--- config.mk ---
export PLATFORM = sky130hd
export DESIGN_NAME = demux1x4_buf
export DESIGN_NICKNAME = d
export VERILOG_FILES = /design/src/rtl/demux_pkg.sv /design/src/rtl/demux_chan_buf.sv /design/src/rtl/demux1x4_buf.sv
export SDC_FILE = /design/constraint.sdc
export NUM_CORES = 1
export LEC_CHECK = 0
export ABC_CLOCK_PERIOD_IN_PS = 1780
export BUFFER_PORTS_ARGS = -buffer_cell sky130_fd_sc_hd__buf_2
export CAP_MARGIN = 20
export CORE_UTILIZATION = 50
export DETAILED_ROUTE_END_ITERATION = 10
export PLACE_DENSITY = 0.8
export SYNTH_ARGS = -nofsm -noshare
export SYNTH_HDL_FRONTEND = slang
export SYNTH_HIERARCHICAL = 1
export SYNTH_SLANG_ARGS = --single-unit
--- constraint.sdc ---
create_clock -name clk -period 1.78 [get_ports clk]
set_clock_uncertainty 0.15 [all_clocks]
set_input_delay 0.356 -clock clk [delete_from_list [all_inputs] [get_ports clk]]
set_output_delay 0.356 -clock clk [all_outputs]
set_load 0.01 [all_outputs]
--- src/rtl/demux_pkg.sv ---
// Shared constants and types for the 1:4 buffered demultiplexer.
package demux_pkg;

    localparam int NCH   = 4;
    localparam int SEL_W = 2;

    typedef logic [SEL_W-1:0] chan_idx_t;

    // Every data bit resets to this; the complemented copy resets to its inverse.
    localparam logic DATA_RST_BIT = 1'b0;

endpackage

--- src/rtl/demux_chan_buf.sv ---
// Single-entry output buffer for one demux channel; keeps a true and a
// complemented copy of the stored word.
module demux_chan_buf
    import demux_pkg::*;
#(
    parameter int WIDTH = 8
) (
    input  logic             clk,
    input  logic             rst,
    input  logic             wr_en,
    input  logic [WIDTH-1:0] wr_data,
    input  logic             rd_ready,
    output logic             valid,
    output logic [WIDTH-1:0] data,
    output logic [WIDTH-1:0] data_n
);

    // wr_en can only be high while full if rd_ready is also high, so a
    // write always wins and covers the drain-and-refill case.
    always_ff @(posedge clk or posedge rst) begin
        if (rst) begin
            valid  <= 1'b0;
            data   <= {WIDTH{DATA_RST_BIT}};
            data_n <= {WIDTH{~DATA_RST_BIT}};
        end else if (wr_en) begin
            valid  <= 1'b1;
            data   <= wr_data;
            data_n <= ~wr_data;
        end else if (rd_ready) begin
            valid  <= 1'b0;
        end
    end

endmodule

--- src/rtl/demux1x4_buf.sv ---
// 1:4 valid/ready demultiplexer with a registered one-word buffer per channel.
// Define DEMUX_ROUND_ROBIN_EN to ignore sel and rotate targets in strict order.
module demux1x4_buf
    import demux_pkg::*;
#(
    parameter int WIDTH = 8
) (
    input  logic               clk,
    input  logic               rst,
    input  logic               in_valid,
    output logic               in_ready,
    input  logic [WIDTH-1:0]   in_data,
    input  logic [SEL_W-1:0]   sel,
    output logic [NCH-1:0]     out_valid,
    input  logic [NCH-1:0]     out_ready,
    output logic [NCH*WIDTH-1:0] out_data,
    output logic [NCH*WIDTH-1:0] out_data_n
);

    chan_idx_t                  tgt;
    logic                       accept;
    logic [NCH-1:0]             wr_en;
    logic [NCH-1:0][WIDTH-1:0]  data_q;
    logic [NCH-1:0][WIDTH-1:0]  data_nq;

`ifdef DEMUX_ROUND_ROBIN_EN
    chan_idx_t rr_ptr;
    logic      sel_unused;

    assign sel_unused = ^sel;
    assign tgt        = rr_ptr;

    // Pointer only moves on accept, so a blocked channel stalls the rotation.
    always_ff @(posedge clk or posedge rst) begin
        if (rst)
            rr_ptr <= '0;
        else if (accept)
            rr_ptr <= rr_ptr + chan_idx_t'(1);
    end
`else
    assign tgt = sel;
`endif

    assign in_ready = ~out_valid[tgt] | out_ready[tgt];
    assign accept   = in_valid & in_ready;

    for (genvar g = 0; g < NCH; g++) begin : g_ch
        assign wr_en[g] = accept & (tgt == chan_idx_t'(g));

        demux_chan_buf #(.WIDTH(WIDTH)) u_buf (
            .clk      (clk),
            .rst      (rst),
            .wr_en    (wr_en[g]),
            .wr_data  (in_data),
            .rd_ready (out_ready[g]),
            .valid    (out_valid[g]),
            .data     (data_q[g]),
            .data_n   (data_nq[g])
        );
    end

    assign out_data   = data_q;
    assign out_data_n = data_nq;

endmodule

==> qor.yml, run 1 <==
status: "finished with violations"
failed_checks: "negative setup slack"
grt_pass1_vias: 1826
numClockSinks: 68
min_period_over_period_pct: 107
final_area_um2: 3590
place.port_buffers: 85
cts_tree: "built"
setup_viol: 1
synth-edff-count: 0
combPwrFrac_pct: 22.1
pre_cts_slack_ns: 0.0708
fillers: 387
io_pins: 86
r2r_start: "g_ch[0].u_buf/valid"
clk_pin_slew_worst_paths_ns: 0.07
layout-drive-gt1-share_pct: 59.5
p_int_w: 0.00338
power_switching_w: 0.00123
grt_max_degree: 21
yosysWarnings: 6
synthXorXnorAreaFrac_pct: 0
htree_levels: 3
grt_use_total_pct: 21.2
drtIter0Drc: 77
switching_share_pct: 26.6
viasPerCell: 4.99
postSynthAreaPerCell_um2: 14.5
hold_viol_final: 0
drt-pass1-iter-count: 4
rsz0062_at_grt: "true"
synth_compound_area_share_pct: 3.93
critPathMaxFanout: 2
core_area_um2: 5240
antenna_found_initial: 0
arrival_ns: 1.39
p_clk_share_pct: 31.8
reg2reg_to: "g_ch[0].u_buf/data[3]"
p_leak_nw: 1.81
wirelength_um: 5610
synth.largest_area_cell: "dfrtp_1"
dp_hpwl_um: 3990
grt.overflow.total: 0
synth.distinct_cells: 17
worst_pin_slew_ns: 0.655
critPathKind: "reg2out"
hold_path_end: "g_ch[3].u_buf/data_n[2]"
postRouteAntennaNets: 0
async_flop_share_pct: 100
die_w_um: 76.9
clkLatencyLatePin_ns: 0.34
whs_ns: 0.132
multi_input_comb_area_um2: 912
synth_seq_cells: 68
synth_top_area_share_pct: 32.1
drv_cap: 0
yosysMostFrequentCell: "dfrtp_1"
start_kind: "flip-flop"
setup_tns_ns: -0.119
clock_path_buffers: 2
slew_headroom_pct: 56.3
min_path_cells: 2
rrSetupSlack_ns: 0.20
num_vias: 1815
r2r.worst_path.cells: 4
fmax_mhz: 527
dpl_cell_area_um2: 3330
place_congestion: 0.780
ir_worst_vdd_v: 0.000765
netlist_instances: 193
numCtsBuffers: 9
worst_slack_ns: -0.119
seq_area_frac_synth_pct: 62.1
remaining_drc_errors: 0
synthTopCellsByArea: "dfrtp_1 32%, dfstp_2 30%, mux2_4 15%, mux2i_1 5.7%, inv_1 3.2%"
p_per_area_nw_per_um2: 1280
synth-simple-area-share_pct: 4.95
die_h_um: 76.9
syn_to_final_growth_pct: 28.2
finish.utilization_pct: 68.6
die_area_um2: 5910
yosys-top-cells-count: "36 x dfrtp_1, 32 x dfstp_2, 28 x mux2_4, 24 x inv_1"
cts_root_buf: "clkbuf_8"
yosys-mux-area-fraction_pct: 23.1
syn_area_um2: 2800
synth_fa_ha_area_share_pct: 0
start_util_pct: 53.5
num_antenna_cells: 0
hold_class: "in2reg"
final-seq-area_um2: 1740
grt_pass1_wl_um: 9400
pwr-share-seq_pct: 46.1
holdCritStartpoint: "in_data[2]"
cp.required_ns: 1.27
synth_nets: 210
crit_path_end_kind: "output pin"
post-route-min-period_ns: 1.90
synth_flop_cell: "dfrtp_1"
wire_per_inst_um: 15.4
rows: 26
slew_viol_final: 0
nets: 306
synth_top_family_by_area: "multiplexers"
## routing by layer
layer	GRT usage (%)	up-vias	share of wire [%]
li1	-	835	-
met4	10.6	0	2.7
met5	0	-	0
met3	5.24	13	3.8
met2	32.9	56	48
met1	27.6	911	46
## area by class of cell
cell class | count | share of cell area (%)
Clock buffer | 13 | 4.70
Clock inverter | 3 | 1.88
Inverter | 24 | 2.51
Multi-Input combinational cell | 93 | 25.4
Sequential cell | 68 | 48.5
Tap cell | 70 | 2.44
Timing Repair Buffer | 93 | 14.6
## sequential cells by signal, indices dropped and copies added (netlist names)
register,cells
g_ch.u_buf/data,32
g_ch.u_buf/data_n,32
g_ch.u_buf/valid,4
## kinds of logic (layout without fill, tap and decap cells)
kind of cell	Yosys count	after routing
mux	49	49
simple gates	24	24
compound gates	20	20
flops	68	68
buf+inv	32	133
## stage by stage
step / cells / power (W)
CTS: 364 / 0.00465
finish: 364 / 0.00461
global placement: 345 / 0.00312
global route: 364 / 0.00482
floorplan: 193 / 0.00272
detailed placement: 345 / 0.00317
## what timing repair did
action                                 CTS  global route
hold buffers                             1             0
endpoints found under the hold margin   21             0
buffers inserted                         2             0
setup endpoints to repair                1             1
resized for setup                        0             0
## power by group through the flow
stage / combinational (W) / clock [W] / sequential (W)
after global placement: 0.000985 / 0 / 0.00214
after detailed placement: 0.00102 / 0 / 0.00214
final: 0.00102 / 0.00147 / 0.00212
after global routing: 0.00110 / 0.00156 / 0.00217
after CTS: 0.00103 / 0.00149 / 0.00213
after floorplan: 0.000422 / 0 / 0.00229
## critical path: stages (launching register included)
cell and delay, ns:
dfrtp_1 0.39, nand2b_4 0.06, mux4_2 0.45, buf_2 0.15
## cell usage in the layout, fill, tap and decap left out
cell	count
a21o_1	4
a21oi_1	16
and4_1	1
and4b_1	2
buf_12	3
buf_2	85
buf_4	4
bufinv_16	2
clkbuf_1	1
clkbuf_8	12
clkinvlp_4	1
dfrtp_1	36
dfstp_2	32
dlygate4sd3_1	1
inv_1	24
mux2_2	4
mux2_4	28
mux2i_1	16
mux4_2	1
nand2b_1	2
nand2b_4	2
nor2_1	16
nor4bb_4	1
## how the worst max path moves through the flow
stage	start	to	depth (start not counted)
floorplan	g_ch[0].u_buf/valid	g_ch[0].u_buf/data[0]	4
global placement	out_ready[0]	in_ready	4
detailed placement	out_ready[0]	in_ready	4
CTS	g_ch[3].u_buf/valid	in_ready	3
global route	g_ch[2].u_buf/valid	in_ready	3
finish	g_ch[3].u_buf/valid	in_ready	3
Power figures use the tool's default switching activity.
==> run 2: changes to the inputs <==
--- a/config.mk
+++ b/config.mk
@@ -8,9 +8,10 @@
 export ABC_CLOCK_PERIOD_IN_PS = 1780
 export BUFFER_PORTS_ARGS = -buffer_cell sky130_fd_sc_hd__buf_2
 export CAP_MARGIN = 20
-export CORE_UTILIZATION = 50
+export CORE_UTILIZATION = 51
+export CTS_CLUSTER_SIZE = 40
 export DETAILED_ROUTE_END_ITERATION = 10
-export PLACE_DENSITY = 0.8
+export PLACE_DENSITY = 0.85
 export SYNTH_ARGS = -nofsm -noshare
 export SYNTH_HDL_FRONTEND = slang
 export SYNTH_HIERARCHICAL = 1
==> qor.yml, run 2 (same netlist as run 1, synthesis figures left out) <==
status: "finished with violations"  # unchanged
failed_checks: "negative setup slack"  # unchanged
cts_root_buf: "clkbuf_8"  # unchanged
setup_tns_ns: -0.122  # was -0.119 ns
p_leak_nw: 1.81  # about the same
hold_class: "in2reg"  # unchanged
drv_cap: 0  # unchanged
die_h_um: 76.1  # was 76.9 µm
critPathMaxFanout: 2  # unchanged
cts_tree: "built"  # unchanged
numClockSinks: 68  # unchanged
min_period_over_period_pct: 107  # about the same
wire_per_inst_um: 15.7  # was 15.4 µm
final_cell_mix: "84 x buf_2, 36 x dfrtp_1, 32 x dfstp_2"  # was 85 x buf_2, 36 x dfrtp_1, 32 x dfstp_2
numCtsBuffers: 9  # unchanged
syn_to_final_growth_pct: 28.0  # was 28.2%
fillers: 397  # was 387
post-route-min-period_ns: 1.90  # about the same
crit_path_end_kind: "output pin"  # unchanged
drtIter0Drc: 45  # was 77
place_congestion: 0.792  # was 0.780
holdCritStartpoint: "in_data[0]"  # was in_data[2]
finish.utilization_pct: 68.9  # was 68.6%
fmax_mhz: 526  # was 527 MHz
core_area_um2: 5200  # was 5240 µm²
die_area_um2: 5800  # was 5910 µm²
worst_pin_slew_ns: 0.677  # was 0.655 ns
cp.required_ns: 1.27  # about the same
antenna_found_initial: 0  # unchanged
critPathKind: "reg2out"  # unchanged
postRouteAntennaNets: 0  # unchanged
drt-pass1-iter-count: 4  # unchanged
r2r.worst_path.cells: 4  # unchanged
final_common_cell: "buf_2"  # unchanged
die_w_um: 76.1  # was 76.9 µm
remaining_drc_errors: 0  # unchanged
num_antenna_cells: 0  # unchanged
num_vias: 1795  # was 1,815
start_kind: "flip-flop"  # unchanged
slew_headroom_pct: 54.8  # was 56.3%
worst_slack_ns: -0.122  # was -0.119 ns
setup_viol: 1  # unchanged
rows: 26  # unchanged
hold_viol_final: 0  # unchanged
htree_levels: 3  # unchanged
ir_worst_vdd_v: 0.000698  # was 0.000765 V
rsz0062_at_grt: "true"  # unchanged
grt_pass1_vias: 1886  # was 1,826
clk_pin_slew_worst_paths_ns: 0.07  # about the same
reg_top3: "g_ch.u_buf/data: 32 flops, g_ch.u_buf/data_n: 32 flops, g_ch.u_buf/valid: 4 flops"  # unchanged
max_stage_delay_ns: 0.47  # was 0.45 ns
start_util_pct: 53.9  # was 53.5%
io_pins: 86  # unchanged
place_inst: 344  # was 345
arrival_ns: 1.40  # was 1.39 ns
cp_slowest_cell: "mux4_2"  # unchanged
r2r_start: "g_ch[0].u_buf/valid"  # unchanged
nets: 308  # was 306
min_path_cells: 2  # unchanged
clock_path_buffers: 2  # unchanged
clkLatencyLatePin_ns: 0.32  # was 0.34 ns
layout-drive-gt1-share_pct: 59.1  # was 59.5%
place.port_buffers: 85  # unchanged
p_total_w: 0.00440  # was 0.00461 W
grt_max_degree: 22  # was 21
slew_viol_final: 0  # unchanged
p_per_area_nw_per_um2: 1230  # was 1280 nW/µm²
grt.overflow.total: 0  # unchanged
rrSetupSlack_ns: 0.17  # was 0.20 ns
viasPerCell: 4.90  # was 4.99
whs_ns: 0.136  # was 0.132 ns
grt_use_total_pct: 22.1  # was 21.2%
reg2reg_to: "g_ch[0].u_buf/data[2]"  # was g_ch[0].u_buf/data[3]
layoutNonFillerInstCount: 366  # was 364
path_cells: "nand2b_4, mux4_2, buf_6"  # was nand2b_4, mux4_2, buf_2
hold_path_end: "g_ch[0].u_buf/data_n[0]"  # was g_ch[3].u_buf/data_n[2]
grt_pass1_wl_um: 9650  # was 9400 µm
wirelength_um: 5750  # was 5610 µm
dp_hpwl_um: 3940  # was 3990 µm
==> run 2: cell count changes in the layout (fill, tap and decap cells not counted), sizes merged <==
cell / previous run / this run
bufinv: 2 / 1
buf: 92 / 94
clkinv: 0 / 1
clkinvlp: 1 / 0
clkbuf: 13 / 14
==> run 2: timing repair <==
action,CTS,global route
hold buffers,1,0
setup buffers,4,1
endpoints found under the hold margin,25,0
setup endpoints to repair,1,1
gates resized for setup,0,1
==> run 2: cell type report <==
type / instances / area (µm²) / area share [%]
Clock inverter: 2 / 35.0 / 0.976
Sequential cell: 68 / 1740 / 48.5
Multi-Input combinational cell: 93 / 912 / 25.4
Clock buffer: 14 / 163 / 4.53
Tap cell: 70 / 87.6 / 2.44
Inverter: 24 / 90.1 / 2.51
Timing Repair Buffer: 95 / 559 / 15.6
==> run 2: layer usage <==
metal	GRT usage, %	vias to the layer above	wire length (µm)
li1	-	830	-
met1	27.8	891	2540
met2	35.1	66	2800
met3	7.54	8	329
met4	9.04	0	83
met5	0	-	0
==> run 2: critical path, delay by kind of cell (launching register included) <==
family	cells	cell delay [ns]
flops	1	0.40
buf+inv	1	0.14
mux	1	0.47
simple gates	1	0.06
==> run 2: worst max path at each step <==
stage	from	endpoint	slack, ns	cells after the start
floorplan	g_ch[0].u_buf/valid	g_ch[0].u_buf/data[0]	0.07	4
global placement	out_ready[0]	in_ready	0.08	4
detailed placement	out_ready[0]	in_ready	0.03	4
CTS	g_ch[1].u_buf/valid	in_ready	-0.14	3
global route	g_ch[0].u_buf/valid	in_ready	-0.18	3
finish	g_ch[1].u_buf/valid	in_ready	-0.12	3
==> run 2: where the power goes <==
group	switching (W)	internal, W
Combinational	0.000497	0.000528
Clock	0.000521	0.000723
Sequential	0.000172	0.00196
Total	0.00119	0.00321
==> run 2: stage by stage <==
step / cell area, µm² / worst slack [ns]
floorplan: 2800 / 0.0663
global placement: 3340 / 0.0767
detailed placement: 3340 / 0.0347
CTS: 3570 / -0.140
global route: 3590 / -0.175
finish: 3590 / -0.122
